## src/rtl/ram_arb_pkg.sv

```systemverilog
// Shared types and default geometry for the sample RAM and its port arbiter.
package ram_arb_pkg;

  localparam int RAM_ADDR_W = 14;
  localparam int RAM_DATA_W = 64;
  localparam int RAM_BE_W   = RAM_DATA_W / 8;

  typedef enum logic [1:0] {
    OWN_NONE = 2'd0,
    OWN_WR   = 2'd1,
    OWN_RD   = 2'd2
  } owner_e;

endpackage

```

## src/rtl/ram_arb_rd_pipe.sv

```systemverilog
// Read-return pipe: tracks in-flight reads and captures RAM data RD_LATENCY
// cycles after each read strobe.
module ram_arb_rd_pipe #(
  parameter int DATA_W     = 64,
  parameter int RD_LATENCY = 2
) (
  input  logic              i_clk,
  input  logic              i_rst_n,
  input  logic              i_rden,
  input  logic [DATA_W-1:0] i_ram_q,
  output logic              o_rd_valid,
  output logic [DATA_W-1:0] o_rd_data
);

  // vld_q[k] is high k+1 cycles after the strobe; the top bit is the output valid.
  logic [RD_LATENCY:0] vld_q, vld_d;
  logic [DATA_W-1:0]   data_q, data_d;

  always_comb begin
    vld_d  = {vld_q[RD_LATENCY-1:0], i_rden};
    data_d = data_q;
    if (vld_q[RD_LATENCY-1]) data_d = i_ram_q;
  end

  always_ff @(posedge i_clk or negedge i_rst_n) begin
    if (!i_rst_n) begin
      vld_q  <= '0;
      data_q <= '0;
    end else begin
      vld_q  <= vld_d;
      data_q <= data_d;
    end
  end

  assign o_rd_valid = vld_q[RD_LATENCY];
  assign o_rd_data  = data_q;

endmodule

```

## src/rtl/ram_port_arbiter.sv

```systemverilog
// Shares one RAM port between the sample writer and the readout reader.
// Define RAM_ARB_WR_PRIORITY_EN to give the writer every tie instead of round-robin.
module ram_port_arbiter
  import ram_arb_pkg::*;
#(
  parameter int ADDR_W     = RAM_ADDR_W,
  parameter int DATA_W     = RAM_DATA_W,
  parameter int BE_W       = RAM_BE_W,
  parameter int RD_LATENCY = 2
) (
  input  logic              i_clk,
  input  logic              i_rst_n,
  input  logic              i_wr_req,
  input  logic [ADDR_W-1:0] i_wr_addr,
  input  logic [DATA_W-1:0] i_wr_data,
  input  logic [BE_W-1:0]   i_wr_byteen,
  output logic              o_wr_ack,
  input  logic              i_rd_req,
  input  logic [ADDR_W-1:0] i_rd_addr,
  output logic              o_rd_ack,
  output logic [DATA_W-1:0] o_rd_data,
  output logic              o_rd_valid,
  output logic [ADDR_W-1:0] o_ram_addr,
  output logic [DATA_W-1:0] o_ram_data,
  output logic [BE_W-1:0]   o_ram_byteen,
  output logic              o_ram_wren,
  output logic              o_ram_rden,
  input  logic [DATA_W-1:0] i_ram_q,
  output logic [31:0]       o_wr_count
);

  // Handshake: a requester holds req (and its operands) until ack; ack is a
  // one-cycle pulse in the cycle the access is on the RAM port.
  owner_e            owner_q, owner_d;
  logic              last_wr_q, last_wr_d;
  logic              wr_elig, rd_elig;
  logic [ADDR_W-1:0] ram_addr_q, ram_addr_d;
  logic [DATA_W-1:0] ram_data_q, ram_data_d;
  logic [BE_W-1:0]   ram_byteen_q, ram_byteen_d;
  logic              ram_wren_q, ram_wren_d;
  logic              ram_rden_q, ram_rden_d;
  logic              wr_ack_q, wr_ack_d;
  logic              rd_ack_q, rd_ack_d;
  logic [31:0]       wr_count_q, wr_count_d;

  always_comb begin
    // The current owner's ack masks its still-held request for one cycle.
    wr_elig = i_wr_req && (owner_q != OWN_WR);
    rd_elig = i_rd_req && (owner_q != OWN_RD);

    owner_d = OWN_NONE;
    if (wr_elig && rd_elig) begin
`ifdef RAM_ARB_WR_PRIORITY_EN
      owner_d = OWN_WR;
`else
      owner_d = last_wr_q ? OWN_RD : OWN_WR;
`endif
    end else if (wr_elig) begin
      owner_d = OWN_WR;
    end else if (rd_elig) begin
      owner_d = OWN_RD;
    end

    last_wr_d    = last_wr_q;
    ram_addr_d   = '0;
    ram_data_d   = '0;
    ram_byteen_d = '0;
    ram_wren_d   = 1'b0;
    ram_rden_d   = 1'b0;
    wr_ack_d     = 1'b0;
    rd_ack_d     = 1'b0;
    wr_count_d   = wr_count_q;

    case (owner_d)
      OWN_WR: begin
        last_wr_d    = 1'b1;
        ram_addr_d   = i_wr_addr;
        ram_data_d   = i_wr_data;
        ram_byteen_d = i_wr_byteen;
        ram_wren_d   = 1'b1;
        wr_ack_d     = 1'b1;
        wr_count_d   = wr_count_q + 32'd1;
      end
      OWN_RD: begin
        last_wr_d  = 1'b0;
        ram_addr_d = i_rd_addr;
        ram_rden_d = 1'b1;
        rd_ack_d   = 1'b1;
      end
      default: ;
    endcase
  end

  always_ff @(posedge i_clk or negedge i_rst_n) begin
    if (!i_rst_n) begin
      owner_q      <= OWN_NONE;
      last_wr_q    <= 1'b1;
      ram_addr_q   <= '0;
      ram_data_q   <= '0;
      ram_byteen_q <= '0;
      ram_wren_q   <= 1'b0;
      ram_rden_q   <= 1'b0;
      wr_ack_q     <= 1'b0;
      rd_ack_q     <= 1'b0;
      wr_count_q   <= '0;
    end else begin
      owner_q      <= owner_d;
      last_wr_q    <= last_wr_d;
      ram_addr_q   <= ram_addr_d;
      ram_data_q   <= ram_data_d;
      ram_byteen_q <= ram_byteen_d;
      ram_wren_q   <= ram_wren_d;
      ram_rden_q   <= ram_rden_d;
      wr_ack_q     <= wr_ack_d;
      rd_ack_q     <= rd_ack_d;
      wr_count_q   <= wr_count_d;
    end
  end

  assign o_ram_addr   = ram_addr_q;
  assign o_ram_data   = ram_data_q;
  assign o_ram_byteen = ram_byteen_q;
  assign o_ram_wren   = ram_wren_q;
  assign o_ram_rden   = ram_rden_q;
  assign o_wr_ack     = wr_ack_q;
  assign o_rd_ack     = rd_ack_q;
  assign o_wr_count   = wr_count_q;

  ram_arb_rd_pipe #(
    .DATA_W     (DATA_W),
    .RD_LATENCY (RD_LATENCY)
  ) u_rd_pipe (
    .i_clk      (i_clk),
    .i_rst_n    (i_rst_n),
    .i_rden     (ram_rden_q),
    .i_ram_q    (i_ram_q),
    .o_rd_valid (o_rd_valid),
    .o_rd_data  (o_rd_data)
  );

endmodule

```

## config.mk

```make
export PLATFORM = sky130hd
export DESIGN_NAME = ram_port_arbiter
export DESIGN_NICKNAME = d
export VERILOG_FILES = /design/src/rtl/ram_arb_pkg.sv /design/src/rtl/ram_arb_rd_pipe.sv /design/src/rtl/ram_port_arbiter.sv
export SDC_FILE = /design/constraint.sdc
export NUM_CORES = 1
export LEC_CHECK = 0
export BUFFER_PORTS_ARGS = -buffer_cell sky130_fd_sc_hd__buf_2
export CAP_MARGIN = 40
export CORE_AREA = 2 2 136 138
export CTS_CLUSTER_SIZE = 30
export DETAILED_ROUTE_END_ITERATION = 8
export DIE_AREA = 0 0 138 140
export GPL_ROUTABILITY_DRIVEN = 0
export HOLD_SLACK_MARGIN = 0.15
export PLACE_DENSITY = 0.82
export SLEW_MARGIN = 10
export SYNTH_ARGS = -nofsm -noshare
export SYNTH_HDL_FRONTEND = slang
export SYNTH_SLANG_ARGS = --single-unit
export TNS_END_PERCENT = 20
```

## constraint.sdc

```tcl
create_clock -name i_clk -period 2.74 [get_ports i_clk]
set_clock_uncertainty 0.15 [all_clocks]
set_input_delay 0.548 -clock i_clk [delete_from_list [all_inputs] [get_ports i_clk]]
set_output_delay 0.548 -clock i_clk [all_outputs]
set_load 0.1 [all_outputs]
```

==> Word-level counts from Yosys, hierarchy flattened <==
Cells that the tools add are included.
{ "word_totals": {"regBits": 190, "in_bits": 168, "out_inout_bits": 187, "wordCells": 29} }
{ "op_classes": {"n_addsub": 1, "eq_ne": 4, "mux": 10, "reduce_logical": 4} }
{ "ops": {"columns": ["cell", "n"], "rows": [
  ["$mux 64", 1],
  ["$add 32x1->32 const B", 1],
  ["$pmux 14 s2", 1],
  ["$mux 2", 4],
  ["$mux 8", 1],
  ["$logic_and 1x1->1", 3],
  ["$eq 2x1->1 const B", 1],
  ["$eq 2x2->1 const B", 1],
  ["$mux 1", 2],
  ["$ne 2x1->1 const B", 1],
  ["$ne 2x2->1 const B", 1],
  ["$pmux 1 s2", 1],
  ["$reduce_bool 2->1", 1]
]} }

==> Logic depth before layout (Yosys ltp) <==
{ "depth": {"word_depth": 7, "ltp_mapped": 10, "depth_no_buf": 9} }

==> Cells and area by module <==
Synthesis repeated with hierarchy kept, for this count alone.
{ "unflattened": {"cells_unflattened": 495, "hier_area_um2": 7353.3} }
{ "by_module_without_submodules": {"columns": ["module", "n_inst", "cells_each", "area_each_um2", "seq_area_each_um2"], "rows": [
  ["ram_port_arbiter", 1, 357, 4599.4, 3079.2],
  ["ram_arb_rd_pipe", 1, 138, 2753.9, 1676.6]
]} }

==> Least setup slack after synthesis <==
No wires, ideal clock.
{ "synth_path": {"path_type": "register -> register", "start": "reg wr_count_q[7], in the netlist o_wr_count[7]", "end": "reg wr_count_q[26], in the netlist o_wr_count[26]", "setup_ns": 0.164, "arrival_ns": 2.290, "required_ns": 2.426, "setup_slack_ns": 0.136, "stages_incl_launch_ff": 6, "path_buffers": 1, "synth_period_minus_slack_ns": 2.604, "cell_sequence": "dfrtp_1 nand4_2 or4_4 buf_6 nor4_4 xor2_1"} }
{ "synth_between": {"elab_chain_len": 1} }
{ "synth_lines": {"columns": ["element", "line_no", "rtl"], "rows": [
  ["start, declared", "ram_port_arbiter.sv:44", "logic [31:0] wr_count_q, wr_count_d;"],
  ["start signal, assigned", "ram_port_arbiter.sv:116", "wr_count_q <= wr_count_d;"],
  ["$add 32x1->32", "ram_port_arbiter.sv:82", "wr_count_d = wr_count_q + 32'd1;"]
]} }
No other way between the ends.
A chain may end at the register's enable or synchronous reset.

==> Worst setup path in the final report <==
{ "layout_path": {"start": "reg owner_q[0]", "end": "reg wr_count_q[26], in the netlist o_wr_count[26]"} }
{ "layout_between": {"elab_chain_len": 6, "word_cells_on_any_way": 9, "cone_classes": "eq/ne: 3; mux: 3; reduce/logical: 3"} }
{ "layout_lines": {"columns": ["element", "line_no", "rtl"], "rows": [
  ["start, declared", "ram_port_arbiter.sv:34", "owner_e owner_q, owner_d;"],
  ["start signal, assigned", "ram_port_arbiter.sv:107", "owner_q <= owner_d;"],
  ["$ne 2x2->1", "ram_port_arbiter.sv:49", "rd_elig = i_rd_req && (owner_q != OWN_RD);"],
  ["$logic_and 1x1->1", "ram_port_arbiter.sv:49", null],
  ["$mux 2", "ram_port_arbiter.sv:60", "end else if (rd_elig) begin"],
  ["$mux 2", "ram_port_arbiter.sv:58", "end else if (wr_elig) begin"],
  ["$mux 2 *", "ram_port_arbiter.sv:52", "if (wr_elig && rd_elig) begin"],
  ["net owner_d[1]", "ram_port_arbiter.sv:34", null],
  ["$eq 2x1->1 *", "ram_port_arbiter.sv:74", "case (owner_d)"]
]} }
Mark *: on every way through the listed nets, which the timed path passes. The rest lies on a longest branch.

==> metrics.md <==
| Metric | Value |
|---|---|
| Antenna-violating nets left | `0` |
| Hold path depth | `2` |
| RSZ-0062 raised after global routing | `no` |
| Worst slew margin | `64.6%` |
| Io pins | `about 360` |
| Crit-path cells | `nor2b_1 > o21ai_1 > and2_1 > inv_1 > ha_2 > nand3_1 > or4_4 > nor4_4 > xor2_1` |
| Worst-case clock buffer depth | `2` |
| H-tree Lvls | `4` |
| Vias in the first global route | `5289` |
| Synth warnings | `0` |
| Overall routed net length | `about 18 mm` |
| Setup TNS | `0 ns` |
| DR iter-0 viols | `273` |
| Antenna violations before repair | `3` |
| Critical Path Stages | `9` |
| Final min period | `between 2 and 2.5 ns` |
| VDD IR max | `~0.95 mV` |
| Worst skew pair latency | `~0.42 ns` |
| Status | `complete, no violations` |
| Area grow syn2layout | `39.3%` |
| Share of layout cells above drive strength 1 | `54.6%` |
| Buffers & Inverters on Critical Path | `1` |
| DIE AREA | `between 15000 and 20000 sq um` |
| Die X | `138 um` |
| Actual slew at the worst max-slew pin | `0.534 ns` |
| Detailed placement HPWL | `14.2 mm` |
| R2r worst-path depth | `9` |
| First-pass DRT Iterations | `4` |
| Initial Util | `39.5%` |
| Mapped Area | `7020 sq um` |
| Core Box Area | `roughly 18000 sq um` |
| Crit path DAT | `2.58 ns` |
| Startpoint Class | `flip-flop` |
| Sequential area share after synthesis | `67.7%` |
| Critical path fanouts, max | `10` |
| Synthesis-stage register bit count | `190` |
| Via count | `just over 5000` |
| Synth Area per Inst | `approximately 14 sq um` |
| Vias per cell | `4.66` |
| Largest net degree at the start of global routing | `66` |
| Crit-path leading delay family | `simple AND/OR/NAND/NOR gates` |
| CP endpoint kind | `flip-flop` |
| Die H | `140 um` |
| Buffers on Ports | `354` |
| # DRC | `0` |
| Clock buffer count from CTS | `17` |
| Pwr Density | `roughly 1200 nW/um^2` |
| Achievable clock frequency | `between 0.4 and 0.5 GHz` |
| Slowest Stage Delay on Critical Path | `~0.54 ns` |
| Routed length per instance | `16.8 um` |
| Final hold vios | `0` |
| Netlist cell types | `32` |
| Slowest cell on crit path | `or4_4` |
| Fin crit share | `87.4%` |
| Worst EP required | `between 2 and 3 ns` |
| Max cap viols | `0` |
| First-pass GRT wire length | `29.1 mm` |
| Core Rows | `49` |
| Final #Nets | `1029` |
| Clock-pin transition on the worst setup and hold timing paths | `~0.070 ns` |
| Pins over their slew limit | `0` |
| Post-Synthesis Cells | `495` |
| Global-route usage over all layers | `approximately a fifth` |
| Leak Pwr | `about 5.2 nW` |
| Setup CP Type | `reg -> reg` |
| GRT Residual Overflow | `0` |
| TritonCTS clock tree | `done` |
| Finished Core Util | `55.0%` |
| Final setup viols | `0` |
| Syn Nets | `666` |
| Clock Sinks | `190` |
| Clock Root Buffer | `clkbuf_16` |
| Min-delay worst type | `in -> reg` |
-- what timing repair did --
action,4_1_cts,5_1_grt
gates resized for setup,0,0
endpoints found under the hold margin,52,0
buffers inserted,0,0
hold buffers,1,0
-- state kept, by name (all words and copies together), names as in the netlist --
signal / flops
u_rd_pipe.vld_q: 3
last_wr_q: 1
u_rd_pipe.o_rd_data: 64
o_wr_count: 32
o_ram_addr: 14
owner_q: 2
o_rd_ack: 1
o_ram_byteen: 8
o_ram_data: 64
o_wr_ack: 1
-- report_power, final --
group          internal [mW]  switching, mW  total (mW)
Combinational          0.967           4.92        5.88
Clock                   1.44           1.11        2.55
Sequential              3.37          0.268        3.64
-- metrics by stage --
stage	cells	cell area, sq um	hold WS [ns]	power (mW)	setup WS, ns
3_5_place_dp	1067	9150	0.188	9.60	0.162
4_1_cts	1100	9780	0.164	12.2	0.318
2_1_floorplan	495	7020	0.102	8.50	0.136
6_report	1101	9780	0.187	12.1	0.345
5_1_grt	1101	9780	0.158	12.5	0.111
3_3_place_gp	1067	9150	0.184	9.53	0.200
-- cell usage after synthesis (all sizes together) --
| library cell | n | area, sq um |
|---|---|---|
| nand3 | 14 | 70.1 |
| or4 | 1 | 11.3 |
| and2 | 75 | 469 |
| o21ai | 2 | 10.0 |
| dfstp | 1 | 26.3 |
| nand4 | 10 | 68.8 |
| nor3 | 3 | 25.0 |
| mux2 | 65 | 732 |
| buf | 3 | 26.3 |
| xnor2 | 18 | 158 |
| nor2 | 23 | 86.3 |
| dfrtp | 189 | 4730 |
| and4 | 2 | 17.5 |
| a21boi | 1 | 7.51 |
| a32oi | 14 | 123 |
| and3 | 5 | 31.3 |
| ha | 3 | 37.5 |
| mux2i | 1 | 10.0 |
| nor4 | 7 | 86.3 |
| nand4b | 1 | 8.76 |
| xor2 | 13 | 114 |
| clkbuf | 22 | 82.6 |
| inv | 8 | 30.0 |
| nand2b | 2 | 12.5 |
| nand2 | 10 | 37.5 |
| nor2b | 2 | 12.5 |
-- layout by cell type (no fill, tap or decap), types with 4 or more instances in the layout --
cell type / n
xnor2_1: 18
nand2_1: 10
dfrtp_1: 188
nand3_1: 14
buf_2: 353
xor2_1: 13
nand4_1: 9
a32oi_1: 14
buf_4: 9
inv_1: 8
buf_12: 5
nor2_1: 23
and3_1: 5
inv_6: 4
clkbuf_16: 17
and2_1: 75
mux2_2: 65
inv_8: 4
-- worst register-to-register path, stage by stage (launching register included) --
cell     delay [ns]
dfrtp_1        0.38
nor2b_1        0.17
o21ai_1        0.11
and2_1         0.17
inv_1          0.05
ha_2           0.21
nand3_1        0.08
or4_4          0.54
nor4_4         0.29
xor2_1         0.16
-- area by class of cell --
type	instances	area, sq um
antenna	1	2.50
clock buffer	19	453
clock inverter	13	165
fill	1521	8000
inverter	8	30.0
multi-input combinational	272	2130
sequential	190	4760
tap	229	287
timing repair buffer	369	1960
-- path summary, 6_finish.rpt --
check | endpoint | startpoint | slack [ns]
max in group asynchronous | o_ram_addr[5] | i_rst_n | 1.26
min reg2reg | u_rd_pipe.vld_q[1] | u_rd_pipe.vld_q[0] | 0.20
max | o_wr_count[26] | owner_q[0] | 0.35
min in group asynchronous | u_rd_pipe.o_rd_data[46] | i_rst_n | 0.52
max reg2reg | o_wr_count[26] | owner_q[0] | 0.35
min | o_ram_data[13] | i_wr_data[13] | 0.19
-- kinds of logic after synthesis --
group	after synthesis	share of synthesized area, %
buffers and inverters	33	1.98
DFF	190	67.7
xor gates and xnor gates	31	3.87
AOI/OAI and AO/OA	17	2.00
and+or+nand+nor	155	13.3
adders and majority gates	3	0.535
muxes	66	10.6
-- routing by layer --
metal	wire length [um]	vias up	global-route usage, %
li1	-	2395	-
met1	7360	2457	24.2
met2	9330	244	31.8
met3	1390	32	6.50
met4	371	4	5.96
met5	27	-	0
(Power assumes the default switching activity.)
